--- config.mk ---
export PLATFORM = sky130hd
export DESIGN_NAME = neureka_normquant_seq
export DESIGN_NICKNAME = d
export VERILOG_FILES = /design/src/rtl/neureka_normquant_seq_pkg.sv /design/src/rtl/neureka_normquant_seq.sv
export SDC_FILE = /design/constraint.sdc
export NUM_CORES = 1
export LEC_CHECK = 0
export BUFFER_PORTS_ARGS = -buffer_cell sky130_fd_sc_hd__buf_2
export CAP_MARGIN = 10
export CORE_ASPECT_RATIO = 1.5
export CORE_MARGIN = 5
export CORE_UTILIZATION = 35
export DETAILED_ROUTE_END_ITERATION = 16
export GPL_ROUTABILITY_DRIVEN = 0
export GPL_TIMING_DRIVEN = 0
export PLACE_DENSITY = 0.63
export SYNTH_ARGS = -nofsm -noshare
export SYNTH_HDL_FRONTEND = slang
export SYNTH_SLANG_ARGS = --single-unit
--- constraint.sdc ---
create_clock -name clk_i -period 2.65 [get_ports clk_i]
set_clock_uncertainty 0.05 [all_clocks]
set_input_delay 0.1325 -clock clk_i [delete_from_list [all_inputs] [get_ports clk_i]]
set_output_delay 0.1325 -clock clk_i [all_outputs]
set_load 0.01 [all_outputs]
--- src/rtl/neureka_normquant_seq_pkg.sv ---
// neureka_package: shared control types, mode encodings and sequencer state enum for the normquant sequencer
package neureka_package;
  localparam logic [1:0] NEUREKA_MODE_8B  = 2'd0;
  localparam logic [1:0] NEUREKA_MODE_16B = 2'd1;
  localparam logic [1:0] NEUREKA_MODE_32B = 2'd2;
  typedef struct packed {
    logic [1:0] norm_mode;
    logic       norm_signed;
  } ctrl_normquant_t;
  typedef enum logic [2:0] {
    NQ_IDLE,
    NQ_FETCH,
    NQ_WAIT,
    NQ_DRAIN,
    NQ_DONE
  } nq_seq_state_t;
endpackage

--- src/rtl/neureka_normquant_seq.sv ---
// neureka_normquant_seq: block sequencer for the normquant datapath; optional stall counter via NEUREKA_NQ_PERF_CNT_EN
module neureka_normquant_seq
  import neureka_package::*;
#(
  parameter int NMULT = 4,
  parameter int LAT   = 2,
  parameter int CNT_W = 16
) (
  input  logic             clk_i,
  input  logic             rst_i,
  input  logic             clear_i,
  input  logic             start_i,
  input  logic [CNT_W-1:0] n_blocks_i,
  input  logic [1:0]       mode_i,
  input  logic             norm_signed_i,
  input  logic             norm_valid_i,
  output logic             norm_ready_o,
  input  logic             acc_valid_i,
  output logic             acc_ready_o,
  output logic             dp_load_o,
  output logic             dp_clear_o,
  output ctrl_normquant_t  dp_ctrl_o,
  output logic             out_valid_o,
  input  logic             out_ready_i,
  output logic [CNT_W-1:0] block_idx_o,
  output logic             busy_o,
  output logic             done_o,
  output logic             err_o
`ifdef NEUREKA_NQ_PERF_CNT_EN
  ,
  output logic [31:0]      stall_cnt_o
`endif
);
  if (LAT < 1 || LAT > 15 || NMULT < 1) begin : g_param_err
    $error("neureka_normquant_seq: LAT must be 1..15 and NMULT >= 1");
  end
  nq_seq_state_t    state, state_n;
  logic [CNT_W-1:0] n_blocks_q;
  logic [3:0]       wait_cnt;
  logic             start_ok, hs, accept, last;
  assign start_ok = (state == NQ_IDLE) & start_i & ~clear_i;
  assign hs       = (state == NQ_FETCH) & norm_valid_i & acc_valid_i & ~clear_i;
  assign accept   = (state == NQ_DRAIN) & out_ready_i & ~clear_i;
  assign last     = block_idx_o == n_blocks_q - CNT_W'(1);
  // state register
  always_ff @(posedge clk_i) begin
    if (rst_i) state <= NQ_IDLE;
    else state <= state_n;
  end
  // next-state logic; an abort always returns to idle
  always_comb begin
    state_n = state;
    if (clear_i) state_n = NQ_IDLE;
    else
      case (state)
        NQ_IDLE:  if (start_i) state_n = (n_blocks_i == '0 || mode_i == 2'd3) ? NQ_DONE : NQ_FETCH;
        NQ_FETCH: if (hs) state_n = (LAT > 1) ? NQ_WAIT : NQ_DRAIN;
        NQ_WAIT:  if (wait_cnt == '0) state_n = NQ_DRAIN;
        NQ_DRAIN: if (accept) state_n = last ? NQ_DONE : NQ_FETCH;
        default:  state_n = NQ_IDLE;
      endcase
  end
  // handshake and status outputs
  always_comb begin
    norm_ready_o = hs;
    acc_ready_o  = hs;
    dp_load_o    = hs;
    out_valid_o  = (state == NQ_DRAIN) & ~clear_i;
    dp_clear_o   = ~rst_i & (clear_i | start_ok);
    busy_o       = state != NQ_IDLE;
    done_o       = state == NQ_DONE;
  end
  // job configuration latched at start, held for the whole job
  always_ff @(posedge clk_i) begin
    if (rst_i) begin
      n_blocks_q <= '0;
      dp_ctrl_o  <= '0;
    end else if (start_ok) begin
      n_blocks_q <= n_blocks_i;
      dp_ctrl_o  <= '{norm_mode: mode_i, norm_signed: norm_signed_i};
    end
  end
  // error flag survives DONE until the next accepted start or abort
  always_ff @(posedge clk_i) begin
    if (rst_i || clear_i) err_o <= 1'b0;
    else if (start_ok) err_o <= mode_i == 2'd3;
  end
  // latency down-counter armed on the load handshake
  always_ff @(posedge clk_i) begin
    if (rst_i) wait_cnt <= '0;
    else if (hs) wait_cnt <= (LAT > 1) ? 4'(LAT - 2) : 4'd0;
    else if (state == NQ_WAIT && wait_cnt != '0) wait_cnt <= wait_cnt - 4'd1;
  end
  // block index advances on each non-final result acceptance
  always_ff @(posedge clk_i) begin
    if (rst_i || state_n == NQ_IDLE) block_idx_o <= '0;
    else if (accept && !last) block_idx_o <= block_idx_o + CNT_W'(1);
  end
`ifdef NEUREKA_NQ_PERF_CNT_EN
  logic stall_inc;
  assign stall_inc = ((state == NQ_FETCH) & ~(norm_valid_i & acc_valid_i)) |
                     ((state == NQ_DRAIN) & ~out_ready_i);
  // saturating count of fetch starvation and drain backpressure cycles
  always_ff @(posedge clk_i) begin
    if (rst_i || clear_i || start_ok) stall_cnt_o <= '0;
    else if (stall_inc && !(&stall_cnt_o)) stall_cnt_o <= stall_cnt_o + 32'd1;
  end
`endif
endmodule

==> results of run 1 <==
==> flip-flops by register name (all words and copies together), names as in the netlist <==
register and flops:
block_idx_o 16, n_blocks_q 16, wait_cnt 4, dp_ctrl_o 3, state 3, err_o 1
==> worst min path at each step <==
stage                       start                         to  slack, ns
floorplan                   rst_i         err_o$_SDFFE_PP0P_       0.16
global placement    norm_signed_i  dp_ctrl_o[0]$_SDFFE_PP0P_       0.33
detailed placement          rst_i         err_o$_SDFFE_PP0P_       0.33
CTS                         rst_i         err_o$_SDFFE_PP0P_       0.02
global route                rst_i         err_o$_SDFFE_PP0P_       0.03
finish                      rst_i         err_o$_SDFFE_PP0P_       0.02
==> cell families after synthesis <==
| kind of cell | count (synthesis) | synth area share (%) |
|---|---|---|
| fa+ha+maj | 3 | 1.49 |
| compound gates | 70 | 18.6 |
| buf+inv | 24 | 5.80 |
| mux | 1 | 0.396 |
| flops | 43 | 34.1 |
| simple gates | 154 | 32.0 |
| xor+xnor | 22 | 7.63 |
==> layout make-up <==
class | count | area, µm²
clock inverter | 1 | 5.00
tap | 80 | 100
fill | 735 | 3960
sequential | 43 | 875
inverter | 8 | 30.0
multi-input combinational | 250 | 1590
clock buffer | 6 | 82.6
timing repair buffer | 62 | 377
buffer | 15 | 114
==> cell usage in the layout, fill, tap and decap left out, types with 5 or more instances in the layout <==
cell type	n
a21oi_1	29
a21oi_2	6
and3_1	5
buf_2	52
buf_4	9
clkbuf_1	7
clkbuf_8	6
dfxtp_1	38
inv_1	8
nand2_1	59
nand3_1	13
nand4_1	5
nor2_1	14
nor3_1	10
nor4_1	7
o211ai_1	5
o31ai_1	8
or4_1	8
xnor2_1	12
xor2_1	10
==> power groups by stage <==
stage	Clock, µW	Combinational (µW)	Sequential (µW)
finish	421	226	679
global route	458	251	681
CTS	432	210	679
floorplan	0	143	691
global placement	0	195	695
detailed placement	0	198	696
==> Yosys cell counts, drive strengths merged (2+ instances only) <==
cell type  count
a2111oi        2
a211o          2
a21oi         35
a31oi          2
and2           4
and3           5
and4           2
buf            6
clkbuf         9
dfxtp         43
ha             3
inv            8
nand2         60
nand3         13
nand4          5
nor2          14
nor2b          3
nor3          10
nor3b          2
nor4           8
o211ai         5
o21ai          8
o31ai          8
or3            7
or4           13
xnor2         12
xor2          10
==> repair_timing <==
item,4_1_cts,5_1_grt
setup buffers,4,4
resized for setup,13,12
endpoints found under the setup margin,18,18
pin swaps,6,14
cloned,2,1
==> layer usage <==
metal | track usage [%] | wire length (µm)
met5 | 0 | 0
met4 | 5.85 | 141
met3 | 2.37 | 246
met2 | 29.7 | 3790
met1 | 17.6 | 2820
==> per-stage QoR <==
| step | util, % | power [µW] | instance area, µm² |
|---|---|---|---|
| after floorplan | - | 834 | 2520 |
| after global placement | 40.4 | 890 | 2880 |
| after detailed placement | 40.4 | 894 | 2880 |
| after CTS | 43.0 | 1320 | 3070 |
| after global routing | 44.5 | 1390 | 3170 |
| final | 44.5 | 1320 | 3170 |
==> summary.md, run 1 <==
| Metric | Value |
|---|---|
| Cts hold-fix bufs | 0 |
| Warnings from Yosys | 0 |
| Post-Syn Instances | roughly 320 |
| Largest net degree at the start of global routing | 13 |
| Setup Viol. Count Final | 17 |
| Fmax | ~0.36 GHz |
| Crit. End Element | flip-flop |
| Netlist cell types | 56 |
| Die W | ~79 µm |
| Hold Path Stages | 2 |
| Critical path class | reg -> reg |
| Hold Path Class | in -> reg |
| Pre-CTS WS | -0.268 ns |
| Critical Path AT | 2.95 ns |
| Yosys top cell area share | 34.1% |
| Routed vias/inst | between 5 and 6 |
| Total grt overflow | 0 |
| Number of placement rows | 38 |
| Layout cell share with drive strength beyond 1 | 29.1% |
| Unrepaired setup endpoints after global routing | true |
| Sequential share of the synthesized area | between 30 and 40% |
| Clock group share of total power | 31.7% |
| CTS tree | yes |
| Status | finished, violations left |
| CP bufs+invs | 1 |
| I/O pin cnt | 53 |
| Setup ws final | -0.124 ns |
| Worst slew margin | about two fifths |
| First-pass GRT wire length | approximately 12000 µm |
| Worst R2R End | block_idx_o[9]$_SDFFE_PP0P_ |
| Top cells by area, synth | dfxtp_1, nand2_1, a21oi_1, xnor2_1, xor2_1 |
| Syn Std Cell Area | 2520 µm² |
| Worst setup path end | block_idx_o[9]$_SDFFE_PP0P_ |
| Data required, critical path | 2.83 ns |
| Failing checks | negative setup slack |
| Levels on crit path | 8 |
| Clk_lat worst skew | 0.29 ns |
| Final WL | 7010 µm |
| Crit-path cells | or4_4 > or4_4 > o21ai_4 > a2111oi_4 > o2111a_2 > buf_6 > or4_4 > a21oi_2 |
| Least-Margin Pin Slew | 0.881 ns |
| Critical-path maximum fanout | 7 |
| Yosys reg bits | 43 |
| Primary FF master, synth | dfxtp_1 |
| I/O Buffers | 51 |
| Worst r2r src | n_blocks_q[2]$_SDFFE_PP0P_ |
| Syn_area_per_cell | between 7 and 8 µm² |
| Vias in the first global route | 2492 |
| Crit path max-delay cell type | or4_4 |
| Core area | 7130 µm² |
| R2R depth | 8 |
| Combinational power share | 17.0% |
| Chip Height | approximately 110 µm |
| CTS sink count | between 40 and 50 |
| N_diodes | 0 |
| Drt first pass iters | 4 |
| Placed Instances | about 450 |
| Yosys top cell by area | dfxtp_1 |
| Critical path launch point type | flip-flop |
| DP HPWL | 5180 µm |
| Layout area overhead | 25.7% |
| Die footprint | 9050 µm² |
| CP peak stage delay | 0.53 ns |
| Hold Vio Cnt, Final | 0 |
| DRC violation count after routing | 0 |
| EDFF count, synth | 0 |
| Finished Layout Cells | ~470 |
| NumNets Final | 414 |
| Root Driver | clkbuf_8 |
| Worst setup startpoint | n_blocks_q[2]$_SDFFE_PP0P_ |
| Hold Worst Slack | 0.0237 ns |
| Initial Util | 35.4% |
| Syn_nets | about 350 |
| Num CTS Buffers | 5 |
| Register share of total power | between 50 and 60% |
| PwrDens | 417 nW/µm² |
| Switching portion of total power | a little over a quarter |
| R2R Setup Slk | -0.12 ns |
| Most used cell, CP | or4_4 |
| Async SR Flop Fraction | 0% |
| Initial antenna violation count | 0 |
| H-tree Lvls | 2 |
| # Max-Cap Violations | 0 |
| Routed len/inst | 15.1 µm |
| 1st-iter DRT viols | between 150 and 200 |
| Pint | 970 µW |
| VDD IR-drop max | about 0.21 mV |
| Max Slew Vio Count | 0 |
| Fin Setup TNS | -1.13 ns |
| Via count | 2537 |
| CTS max path bufs | 2 |
| Leakage | 0.00128 µW |
| Final ANT Viol Nets | 0 |
| Crit path time final | 2.77 ns |
| P_sw | 355 µW |
| All-Layer GR Usage | 15.8% |
| Clk slew on worst S/H paths | roughly 0.08 ns |
| Family with the most delay on the worst path | simple AND/OR/NAND/NOR gates |
| Part of the cycle the worst path needs | 105% |
No activity file was read; power rests on OpenSTA's default activity.
==> run 2, diff against run 1 <==
--- a/config.mk
+++ b/config.mk
@@ -8,7 +8,7 @@
 export BUFFER_PORTS_ARGS = -buffer_cell sky130_fd_sc_hd__buf_2
 export CAP_MARGIN = 10
 export CORE_ASPECT_RATIO = 1.5
-export CORE_MARGIN = 5
+export CORE_MARGIN = 1.5
 export CORE_UTILIZATION = 35
 export DETAILED_ROUTE_END_ITERATION = 16
 export GPL_ROUTABILITY_DRIVEN = 0
==> run 2 against run 1 <==
The flow still finishes with violations (negative setup slack). Register-to-register slack improved by 0.11 ns. Final area shrank 1.1%. First-iteration DRC count down 62%. Core utilization grew 0.70 points. Sequential share of layout area grew 0.39 points. Cell count decreased by 1.3%. Count of clock-buffer cells in the layout unchanged. Critical path depth fell by 1. Worst hold slack better by 0.0082 ns. Critical path type unchanged.
==> summary.md, run 2 (synthesis gave the netlist of run 1 again) <==
| Metric | Value |
|---|---|
| Crit. End Element | flip-flop |
| Crit path max-delay cell type | or4_4 |
| Hold Path Class | in -> reg |
| Final WL | 6680 µm (-4.7%) |
| Most frequent cells in the layout | nand2_1, buf_2, dfxtp_1 |
| Crit-path cells | or4_4 > or4_4 > a2111oi_2 > o2111a_2 > bufbuf_16 > o31ai_1 > a21oi_1 |
| CTS tree | yes |
| Clk slew on worst S/H paths | 0.08 ns (about the same) |
| Regs by FF count | block_idx_o x16, n_blocks_q x16, wait_cnt x4 |
| Post-route cell area | 3140 µm² (-1.1%) |
| Leakage | 0.00126 µW (-1.7%) |
| Layout cell share with drive strength beyond 1 | 27.0% (-2.1 points) |
| CTS sink count | 43 (unchanged) |
| Die footprint | 7740 µm² (-14%) |
| Max Slew Vio Count | 0 (unchanged) |
| H-tree Lvls | 2 (unchanged) |
| Num CTS Buffers | 5 (unchanged) |
| Total grt overflow | 0 (unchanged) |
| Via count | 2538 (+0.039%) |
| DRC violation count after routing | 0 (unchanged) |
| Critical path launch point type | flip-flop |
| Root Driver | clkbuf_8 |
| Largest net degree at the start of global routing | 13 (unchanged) |
| I/O Buffers | 51 (unchanged) |
| Initial antenna violation count | 0 (unchanged) |
| Clk_lat worst skew | 0.29 ns (about the same) |
| Finished Layout Cells | 459 (-1.3%) |
| Initial Util | 36.4% (+0.96 points) |
| Number of placement rows | 37 (-2.6%) |
| VDD IR-drop max | 0.327 mV (+58%) |
| Core area | 6940 µm² (-2.6%) |
| Worst slew margin | 41.8% (+1.4 points) |
| PwrDens | 444 nW/µm² (+6.4%) |
| Hold Vio Cnt, Final | 0 (unchanged) |
| Critical-path maximum fanout | 5 (-2) |
| Least-Margin Pin Slew | 0.861 ns (-0.0201 ns) |
| DP HPWL | 5000 µm (-3.4%) |
| Hold Worst Slack | 0.0319 ns (+0.00824 ns) |
| Crit path time final | 2.67 ns (-0.107 ns) |
| Drt first pass iters | 4 (unchanged) |
| Unrepaired setup endpoints after global routing | true |
| Data required, critical path | 2.82 ns (about the same) |
| N_diodes | 0 (unchanged) |
| Routed vias/inst | 5.53 (+1.3%) |
| I/O pin cnt | 53 (unchanged) |
| Most used cell, CP | or4_4 |
| First-pass GRT wire length | 11000 µm (-5.2%) |
| Layout area overhead | 24.3% |
| Final ANT Viol Nets | 0 (unchanged) |
| Chip Height | 107 µm (-6.1%) |
| Area after DPL | 2880 µm² (about the same) |
| Part of the cycle the worst path needs | 101% (-4.0 points) |
| 1st-iter DRT viols | 59 (-62%) |
| Routed len/inst | 14.5 µm (-3.5%) |
| Placed Instances | 446 (-0.45%) |
| Critical path class | reg -> reg |
| Setup Viol. Count Final | 5 (-12) |
| Die W | 72.4 µm (-8.8%) |
| Most common cell after layout, fill and taps aside | nand2_1 |
| Failing checks | negative setup slack |
| # Max-Cap Violations | 0 (unchanged) |
| Status | finished, violations left |
| All-Layer GR Usage | 17.7% (+1.9 points) |
| NumNets Final | 410 (-0.97%) |
| CTS max path bufs | 2 (unchanged) |
| Fmax | 0.375 GHz (+4.0%) |
| Critical Path AT | 2.84 ns (-0.11 ns) |
| Vias in the first global route | 2409 (-3.3%) |
| Setup ws final | -0.0169 ns (+0.107 ns) |
| CP peak stage delay | 0.54 ns (about the same) |
## run 2: changes by cell type in the layout (fill, tap and decap cells not counted), moves of 2 or more
| cell | delta |
|---|---|
| or4_4 | -2 |
| a21oi_1 | +2 |
| a21oi_2 | -2 |
| or4_1 | +2 |
## run 2: worst max-delay path, delay by kind of cell, from the launching register on
| kind | cells | cell delay, ns |
|---|---|---|
| DFF | 1 | 0.37 |
| and+or+nand+nor | 2 | 0.98 |
| AOI/OAI and AO/OA | 4 | 0.92 |
| buffers and inverters | 1 | 0.28 |
## run 2: worst paths after layout
path | slack [ns] | to | startpoint | depth (start not counted)
worst max-delay path | -0.02 | block_idx_o[9]$_SDFFE_PP0P_ | n_blocks_q[3]$_SDFFE_PP0P_ | 7
worst min-delay path | 0.03 | err_o$_SDFFE_PP0P_ | rst_i | 2
worst max register to register | -0.02 | block_idx_o[9]$_SDFFE_PP0P_ | n_blocks_q[3]$_SDFFE_PP0P_ | 7
worst min register to register | 0.41 | dp_ctrl_o[2]$_SDFFE_PP0P_ | dp_ctrl_o[2]$_SDFFE_PP0P_ | 2
## run 2: per-layer routing
layer	global-route usage [%]	part of all wire (%)	vias to the layer above
met5	0	0	-
met4	7.82	2.5	0
met1	19.7	41	1196
li1	-	-	1276
met3	2.16	3.1	12
met2	33.0	53	54
## run 2: timing repair
action / in CTS / in global routing
gates cloned: 1 / 0
setup buffers: 7 / 0
pin swaps: 8 / 3
endpoints found under the setup margin: 18 / 18
gates resized for setup: 17 / 3
hold buffers: 0 / 0
## run 2: power by group
group	leakage [µW]	switching, µW	internal, µW	total [µW]
Sequential	0.000352	21.5	659	680
Combinational	0.000855	116	107	224
Clock	0.0000513	214	276	490
Total	0.00126	352	1040	1390
## run 2: area by class of cell
class / count / area [µm²]
fill: 712 / 3810
multi-input combinational: 250 / 1580
inverter: 8 / 30.0
buffer: 14 / 109
sequential: 43 / 877
clock buffer: 6 / 72.6
tap: 78 / 97.6
clock inverter: 1 / 30.0
timing repair buffer: 59 / 344
## run 2: per-stage QoR
step           TNS [ns]  power, µW  setup WS (ns)  utilization, %
2_1_floorplan         0        834         0.0516               -
3_3_place_gp      -3.03        890         -0.233            41.4
3_5_place_dp      -3.65        893         -0.260            41.4
4_1_cts          -0.180       1400        -0.0343            44.8
5_1_grt           -1.71       1460         -0.139            45.2
6_report        -0.0505       1390        -0.0169            45.2
